`src/rtl/ramb4_s2_arb2.sv`:
```
// Round-robin arbiter/sequencer for port A of a 2048x2 dual-port block RAM.
// Optional post-reset clear sweep; stalls port-A accesses colliding with port B.
module ramb4_s2_arb2 #(
  parameter bit         CLEAR_ON_RST = 1'b1,
  parameter logic [1:0] CLEAR_VAL    = 2'b00
) (
  input  logic        clk_i,
  input  logic        rst_i,
  input  logic        req0_i,
  input  logic        req1_i,
  input  logic        we0_i,
  input  logic        we1_i,
  input  logic [10:0] addr0_i,
  input  logic [10:0] addr1_i,
  input  logic [1:0]  di0_i,
  input  logic [1:0]  di1_i,
  output logic        gnt0_o,
  output logic        gnt1_o,
  output logic        vld0_o,
  output logic        vld1_o,
  input  logic        enb_mon_i,
  input  logic        web_mon_i,
  input  logic [10:0] addrb_mon_i,
  output logic        ena_o,
  output logic        wea_o,
  output logic [10:0] addra_o,
  output logic [1:0]  dia_o,
  output logic        rsta_o,
  input  logic [1:0]  doa_i,
  output logic        ready_o,
  output logic        stall_o
);

  typedef enum logic {ST_CLEAR, ST_RUN} state_t;

  state_t      state_q, state_d;
  logic [10:0] cnt_q, cnt_d;
  logic        last_q, last_d;
  logic        first_q;
  logic        vld0_q, vld1_q, ready_q;
  logic [10:0] addra_q;
  logic [1:0]  dia_q;

  logic        active, run, cand_vld, cand_sel, cand_we, collide, issue;
  logic [10:0] cand_addr;
  logic [1:0]  cand_di;

  // DOA is wired straight from the RAM to the clients; only VLD qualifies it.
  logic unused_doa;
  assign unused_doa = ^doa_i;

  assign rsta_o = 1'b0;

  always_comb begin
    // The cycle right after reset is kept quiet: no RAM access, no grant.
    active    = ~rst_i & ~first_q;
    run       = (state_q == ST_RUN);
    cand_sel  = 1'b0;
    cand_vld  = 1'b0;
    cand_we   = 1'b0;
    cand_addr = cnt_q;
    cand_di   = CLEAR_VAL;
    if (!run) begin
      cand_vld = 1'b1;
      cand_we  = 1'b1;
    end else begin
      cand_sel  = (req0_i & req1_i) ? ~last_q : req1_i;
      cand_vld  = req0_i | req1_i;
      cand_we   = cand_sel ? we1_i   : we0_i;
      cand_addr = cand_sel ? addr1_i : addr0_i;
      cand_di   = cand_sel ? di1_i   : di0_i;
    end

    collide = enb_mon_i & (addrb_mon_i == cand_addr) & (web_mon_i | cand_we);
    issue   = active & cand_vld & ~collide;
    stall_o = active & cand_vld & collide;
    gnt0_o  = issue & run & ~cand_sel;
    gnt1_o  = issue & run & cand_sel;

    ena_o   = issue;
    wea_o   = issue & cand_we;
    addra_o = rst_i ? 11'd0 : (issue ? cand_addr : addra_q);
    dia_o   = rst_i ? 2'd0  : (issue ? cand_di   : dia_q);

    vld0_o  = vld0_q & ~rst_i;
    vld1_o  = vld1_q & ~rst_i;
    ready_o = ready_q & ~rst_i;

    state_d = state_q;
    cnt_d   = cnt_q;
    last_d  = last_q;
    if (issue && !run) begin
      cnt_d = cnt_q + 11'd1;
      if (cnt_q == 11'h7FF) state_d = ST_RUN;
    end
    if (issue && run) last_d = cand_sel;
  end

  always_ff @(posedge clk_i) begin
    if (rst_i) begin
      state_q <= CLEAR_ON_RST ? ST_CLEAR : ST_RUN;
      cnt_q   <= 11'd0;
      last_q  <= 1'b1;
      first_q <= 1'b1;
      vld0_q  <= 1'b0;
      vld1_q  <= 1'b0;
      ready_q <= 1'b0;
      addra_q <= 11'd0;
      dia_q   <= 2'd0;
    end else begin
      state_q <= state_d;
      cnt_q   <= cnt_d;
      last_q  <= last_d;
      first_q <= 1'b0;
      vld0_q  <= gnt0_o & ~we0_i;
      vld1_q  <= gnt1_o & ~we1_i;
      ready_q <= (state_d == ST_RUN);
      if (issue) begin
        addra_q <= cand_addr;
        dia_q   <= cand_di;
      end
    end
  end

endmodule

```
`config.mk`:
```
export PLATFORM = sky130hd
export DESIGN_NAME = ramb4_s2_arb2
export DESIGN_NICKNAME = d
export VERILOG_FILES = /design/src/rtl/ramb4_s2_arb2.sv
export SDC_FILE = /design/constraint.sdc
export NUM_CORES = 1
export LEC_CHECK = 0
export BUFFER_PORTS_ARGS = -buffer_cell sky130_fd_sc_hd__buf_4
export CORE_MARGIN = 2
export CORE_UTILIZATION = 46
export CTS_CLUSTER_SIZE = 28
export DETAILED_ROUTE_END_ITERATION = 12
export PLACE_DENSITY_LB_ADDON = 0.3
export SLEW_MARGIN = 30
export SYNTH_ARGS = -nofsm -noshare
export SYNTH_HDL_FRONTEND = slang
export SYNTH_SLANG_ARGS = --single-unit
```
`constraint.sdc`:
```
create_clock -name clk_i -period 2.3 [get_ports clk_i]
set_input_delay 0.345 -clock clk_i [delete_from_list [all_inputs] [get_ports clk_i]]
set_output_delay 0.345 -clock clk_i [all_outputs]
set_load 0.005 [all_outputs]
```
## After elaboration in Yosys (flattened, before gate mapping)

Index checks and enable logic that the tools add are counted.

| word-level totals | value |
|---|---|
| register bits | 29 |
| bits in latches | 0 |
| bits in writable memories | 0 |
| ROM bits | 0 |
| input port bits | 47 |
| output and inout port bits | 22 |
| word-level logic and storage cells | 54 |
| memories kept | 0 |

| operators by class | value |
|---|---|
| add/sub/neg operators | 1 |
| $mul | 0 |
| div/mod/pow operators | 0 |
| order comparisons | 0 |
| equality and inequality tests | 2 |
| shift operators | 0 |
| muxes and demuxes | 14 |
| bitwise logic cells | 25 |
| reduce and logical (&&, ||, !) cells | 4 |

Operators with widths:

| cell | count |
|---|---|
| 11-bit two-way mux | 4 |
| 1-bit AND | 16 |
| 11-bit by 1-bit adder with 11-bit output, second input constant | 1 |
| 11-bit == test | 1 |
| 11-bit == test, second input constant | 1 |
| 2-bit two-way mux | 4 |
| 1-bit inverter | 7 |
| 1-bit two-way mux | 6 |
| 1-bit logical AND | 2 |
| 1-bit bitwise OR | 2 |
| 2-bit AND reduction | 1 |
| 1-bit zero test | 1 |

## Longest topological paths before layout

| logic depth | value |
|---|---|
| depth after elaboration | 12 |
| depth in mapped cells | 10 |
| mapped depth without buffers | 8 |

## Least setup slack after synthesis

Ideal clock, no wire load.

| path | value |
|---|---|
| kind | in2out |
| start | input port req1_i |
| end | output port addra_o[1] |
| arrival | 2.170 ns |
| required time | 1.955 ns |
| setup slack | -0.215 ns |
| cell stages on the path | 9 |
| path buffers | 2 |
| cell sequence | a21boi_4 -> mux2_2 -> and3_1 -> a2111oi_4 -> and4_1 -> buf_6 -> buf_6 -> o21ai_1 -> a21oi_2 |

| on the way | value |
|---|---|
| cells in the longest elaborated chain, start to end | 11 |
| elaborated cells on any way between the ends | 17 |
| classes of those cells | 1 x eq/ne; 8 x mux; 8 x bitwise |

RTL lines:

| what | line | text |
|---|---|---|
| start: declaration | 10 | `input logic req1_i,` |
| 1-bit AND | 67 | `cand_sel = (req0_i & req1_i) ? ~last_q : req1_i;` |
| 1-bit two-way mux | 67 |  |
| 11-bit two-way mux | 70 | `cand_addr = cand_sel ? addr1_i : addr0_i;` |
| 11-bit two-way mux | 63 | `if (!run) begin` |
| 11-bit == test | 74 | `collide = enb_mon_i & (addrb_mon_i == cand_addr) & (web_mon_i \| cand_we);` |
| 1-bit AND (2 in a row) | 74 |  |
| 1-bit inverter | 75 | `issue = active & cand_vld & ~collide;` |
| 1-bit AND | 75 |  |
| 11-bit two-way mux (*) (2 in a row) | - |  |
| end: declaration | 26 | `output logic [10:0] addra_o,` |

Every way passes the cells marked *; elsewhere a longest branch is shown, timed or not.

## Final worst setup path

| path | value |
|---|---|
| start | register last_q |
| end | output port gnt0_o |

| on the way | value |
|---|---|
| cells in the longest elaborated chain, start to end | 11 |
| elaborated cells on any way between the ends | 16 |
| classes of those cells | 1 x eq/ne; 6 x mux; 9 x bitwise |

RTL lines:

| what | line | text |
|---|---|---|
| start: declaration | 38 | `logic last_q, last_d;` |
| start signal: assignment | 113 | `last_q <= last_d;` |
| 1-bit inverter (*) | 67 |  |
| 1-bit two-way mux (*) | 67 |  |
| 11-bit two-way mux | 70 |  |
| 11-bit two-way mux | 63 |  |
| 11-bit == test | 74 |  |
| 1-bit AND (2 in a row) | 74 |  |
| 1-bit inverter | 75 |  |
| 1-bit AND | 75 |  |
| 1-bit AND | 77 | `gnt0_o = issue & run & ~cand_sel;` |
| 1-bit AND (*) | 77 |  |
| end: declaration | 17 | `output logic gnt0_o,` |

Marks and branches as above.

==> impl.org <==
** Status
- The run finished, with violations left.
- The final reports fail on negative setup slack.

** CTS
- TritonCTS Buffers :: 5
- Clock buffer depth :: 2
- TritonCTS clock tree :: yes
- Clk root buf :: sky130_fd_sc_hd__clkbuf_8
- Clock sink count :: 29
- The H-tree was split into 2 levels.
- Clock latency on the worst-skew pair :: 0.29 ns
- Clock-pin slew was measured on the worst setup and hold paths at 0.07 ns.

** Synthesis
- Yosys printed 0 warnings.
- Proportion of register bits with asynchronous set or reset after synthesis :: 0
- Synthesis handed over a netlist of 260 instances.
- Post-synthesis cell area :: 0.00210 sq mm
- Number of register bits inferred by synthesis :: 29
- Post-Synthesis Mean Instance Area :: between 8 and 9 sq um
- Cell types occupying the most area after synthesis :: sky130_fd_sc_hd__dfxtp_1 28%, sky130_fd_sc_hd__nor2b_1 5.4%, sky130_fd_sc_hd__nand2_1 4.8%, sky130_fd_sc_hd__a21oi_2 4.2%, sky130_fd_sc_hd__o2111ai_1 4.2%
- Summed over all instances, the cell type with the most area after synthesis is sky130_fd_sc_hd__dfxtp_1.
- After synthesis, the netlist uses 55 different library cells.
- Number of enable flip-flop cells after synthesis :: 0
- Synthesized net count :: 308
- Area fraction of the dominant cell type after synthesis :: 0.276
- Of the synthesized area, sequential elements account for 0.276.
- For this run, the leading register cell type out of synthesis is sky130_fd_sc_hd__dfxtp_1.

** Floorplanning
- Die outline width :: ~72 microns
- I/O pin total :: 69
- Vertical die dimension :: 71.6 microns
- The floorplan step defined a die boundary enclosing 0.00513 sq mm.
- Total core area :: approximately 0.0044 sq mm
- Initial cell density of the core :: 0.480
- Row generation in the floorplan step produced 24 rows.

** Global route
- The via count of the first global-routing pass is 2543.
- Number of antenna violations at the first check in global routing :: 0
- Global-route wire length before repair :: roughly 12000 microns
- Global routing finished with a remaining overflow of 0.
- Entering global routing, the biggest net connects 20 pins.
- Total global-route track usage :: 0.317

** Layout
- Fillcell total :: 293
- Cell area after layout :: 0.00340 sq mm
- The net count of the finished layout is 420.
- In the final layout, the share of cells above drive strength 1 is 0.488.
- Final design utilization :: 0.775
- Leaving out filler cells and counting taps, the final layout contains ~430.
- Most frequent cells in the layout :: 111 x sky130_fd_sc_hd__buf_4, 28 x sky130_fd_sc_hd__dfxtp_1, 26 x sky130_fd_sc_hd__nand2_1, 19 x sky130_fd_sc_hd__nor2_1, 18 x sky130_fd_sc_hd__nor2b_1
- Leaving out fill and tap cells, the most frequent cell in the layout is sky130_fd_sc_hd__buf_4.
- Ant diodes :: 0
- Area growth syn-to-layout :: 61.4%

** Power and ir drop
- Switching part of the total power :: 0.264
- PnR Total Power :: 0.00137 W
- In this run the static leakage power is 1.46 nW.
- In this run the power density over the cells is roughly 400 mW/mm^2.
- Of the total power, the clock network draws 0.411.
- Of the total power, registers draw 0.374.
- P_sw :: 0.000363 W
- Part of the total power dissipated in combinational logic :: 0.216
- The internal power of the cells totals 0.00101 W.
- The worst-case IR drop observed on VDD is 0.000357 V.

** Critical path
- Critical path startpoint :: last_q$_SDFFE_PP1N_
- Data on the critical path is required at its endpoint by 1.96 ns.
- Crit Reg-Reg Startpoint :: last_q$_SDFFE_PP1N_
- Critical path class :: reg2out
- Arrival time of the worst setup path :: between 2 and 3 ns
- STA classifies the critical path endpoint as an output pin.
- Worst-path maximum fanout :: 9
- STA classifies the critical path startpoint as a flop.

** Worst hold path
- In this run the worst hold path is classified as in2reg.
- Hold Startpoint :: we0_i

** Routing
- Number of DRC markers in iteration 0 :: 223
- Dividing the detail-routed via count by the number of cells gives 5.89.
- Via Count :: 2504
- Mean routed wirelength per cell :: about 18 microns
- In the routed design, unresolved DRC markers number 0.
- The first detailed-routing pass ran for 4 iterations.
- Post-route antenna net violation count :: 0
- Total wire length after detailed routing :: 7790 microns

** Placed design
- At the end of routability-driven placement, the weighted congestion stood at a little over 0.9.
- Buffers on Ports :: 65
- The placed instances occupy a cell area of approximately 0.0029 sq mm.
- The number of placed instances, taps included, is 401.
- Total half-perimeter wirelength after legalization and detailed placement :: approximately 5200 microns

** STA
- Highest achievable clock rate :: 344 MHz
- Skew final :: between 0.01 and 0.015 ns
- Final setup violation count :: 36
- Shortest clock period the worst path allows after layout :: around 2.9 ns
- Setup repair after global routing could not meet its margin everywhere.
- Share of the cycle needed by the critical path after routing :: 1.26
- The total count of hold-check failures in the final report came to 0.
- Max-slew violation count :: 0
- After layout, the worst setup slack is -0.608 ns.

** Run
- Maximum capacitance violations :: 0
-- sequential cells by signal (all words and copies together), names as in the netlist --
signal / count
last_q: 1
first_q: 1
addra_q: 11
dia_q: 2
vld0_q: 1
cnt_q: 11
ready_q: 1
vld1_q: 1
-- per-layer routing --
metal	global-route usage	up-vias	wire length, microns
li1	-	1160	-
met1	0.381	1198	3060
met2	0.521	115	3750
met3	0.0647	31	594
met4	0.189	0	381
met5	0	-	0
-- power by group through the flow --
stage	Clock [W]	Sequential [W]	Combinational (W)
floorplan	0	0.000525	0.000110
global placement	0	0.000525	0.000251
detailed placement	0	0.000525	0.000254
CTS	0.000563	0.000514	0.000282
global route	0.000585	0.000514	0.000317
finish	0.000565	0.000514	0.000296
-- critical path, cell delays in order (launching register included) --
cell and delay (ns):
sky130_fd_sc_hd__dfxtp_2 0.37, sky130_fd_sc_hd__a21boi_4 0.07, sky130_fd_sc_hd__buf_12 0.14, sky130_fd_sc_hd__buf_4 0.17, sky130_fd_sc_hd__nand3_1 0.11, sky130_fd_sc_hd__a31oi_2 0.13
sky130_fd_sc_hd__a2111oi_4 0.40, sky130_fd_sc_hd__nand4_1 0.19, sky130_fd_sc_hd__buf_4 0.19, sky130_fd_sc_hd__buf_6 0.13, sky130_fd_sc_hd__buf_6 0.11, sky130_fd_sc_hd__nand3_4 0.08
sky130_fd_sc_hd__nor2_1 0.04, sky130_fd_sc_hd__buf_4 0.13
-- synth_stat cells, types with 2 or more instances --
library cell and n:
sky130_fd_sc_hd__xor2_1 9, sky130_fd_sc_hd__and3_1 3, sky130_fd_sc_hd__o211ai_1 5, sky130_fd_sc_hd__nand2_1 27, sky130_fd_sc_hd__buf_2 6, sky130_fd_sc_hd__mux2_4 3
sky130_fd_sc_hd__buf_6 2, sky130_fd_sc_hd__clkbuf_1 6, sky130_fd_sc_hd__nand3_1 7, sky130_fd_sc_hd__a21oi_1 9, sky130_fd_sc_hd__o21ai_0 5, sky130_fd_sc_hd__mux2_1 5
sky130_fd_sc_hd__a21oi_2 10, sky130_fd_sc_hd__dfxtp_1 29, sky130_fd_sc_hd__o21ai_1 10, sky130_fd_sc_hd__nand4_1 8, sky130_fd_sc_hd__nor2_1 19, sky130_fd_sc_hd__nand2b_1 2
sky130_fd_sc_hd__nor2b_1 18, sky130_fd_sc_hd__a211oi_1 2, sky130_fd_sc_hd__buf_1 2, sky130_fd_sc_hd__xnor2_1 8, sky130_fd_sc_hd__o2111ai_1 10, sky130_fd_sc_hd__mux2i_1 7
sky130_fd_sc_hd__o22ai_1 2, sky130_fd_sc_hd__buf_4 2, sky130_fd_sc_hd__inv_1 10, sky130_fd_sc_hd__nor3_2 2, sky130_fd_sc_hd__and4_1 2, sky130_fd_sc_hd__nor3_1 4
sky130_fd_sc_hd__nand3b_1 2
-- per-stage QoR --
step                hold slack (ns)  setup WS [ns]  setup TNS [ns]
finish                        0.213         -0.608          -12.53
global route                  0.236         -0.684          -15.40
CTS                           0.216         -0.486           -9.18
detailed placement            0.481         -0.473          -12.29
global placement              0.474         -0.403           -9.05
floorplan                     0.373         -0.103           -1.08
-- worst paths after layout --
kind / endpoint / slack (ns) / cells past startpoint
max: gnt0_o / -0.61 / 13
min: vld0_q$_SDFF_PP0_ / 0.21 / 2
max reg2reg: cnt_q[7]$_SDFFE_PP0P_ / -0.35 / 13
min reg2reg: addra_q[10]$_DFF_P_ / 0.47 / 2
-- timing repair --
| item | in CTS | in global routing |
|---|---|---|
| hold endpoints to repair | 0 | 0 |
| pin swaps | 19 | 3 |
| resized for setup | 46 | 6 |
| cloned | 2 | 0 |
| setup buffers | 14 | 1 |
| setup endpoints to repair | 31 | 46 |
| hold buffers | 0 | 0 |
-- layout make-up --
cell class	instances	area, sq um	share of cell area
Clock buffer	7	86.3	0.0254
Clock inverter	1	30.0	0.00884
Inverter	11	41.3	0.0122
Multi-Input combinational cell	202	1590	0.468
Sequential cell	29	582	0.171
Tap cell	52	65.1	0.0192
Timing Repair Buffer	123	1000	0.295
-- cell families (layout without fill, tap and decap cells) --
logic type	Yosys count	after routing	share of synthesized area
xor gates and xnor gates	17	17	0.0708
buffers and inverters	29	142	0.0660
other	1	1	0.00178
AOI/OAI and AO/OA	68	68	0.248
DFF	29	29	0.276
muxes	16	16	0.0868
adders and majority gates	1	1	0.00594
and+or+nand+nor	99	99	0.245
Note: power is estimated with default switching activity, not from simulation.
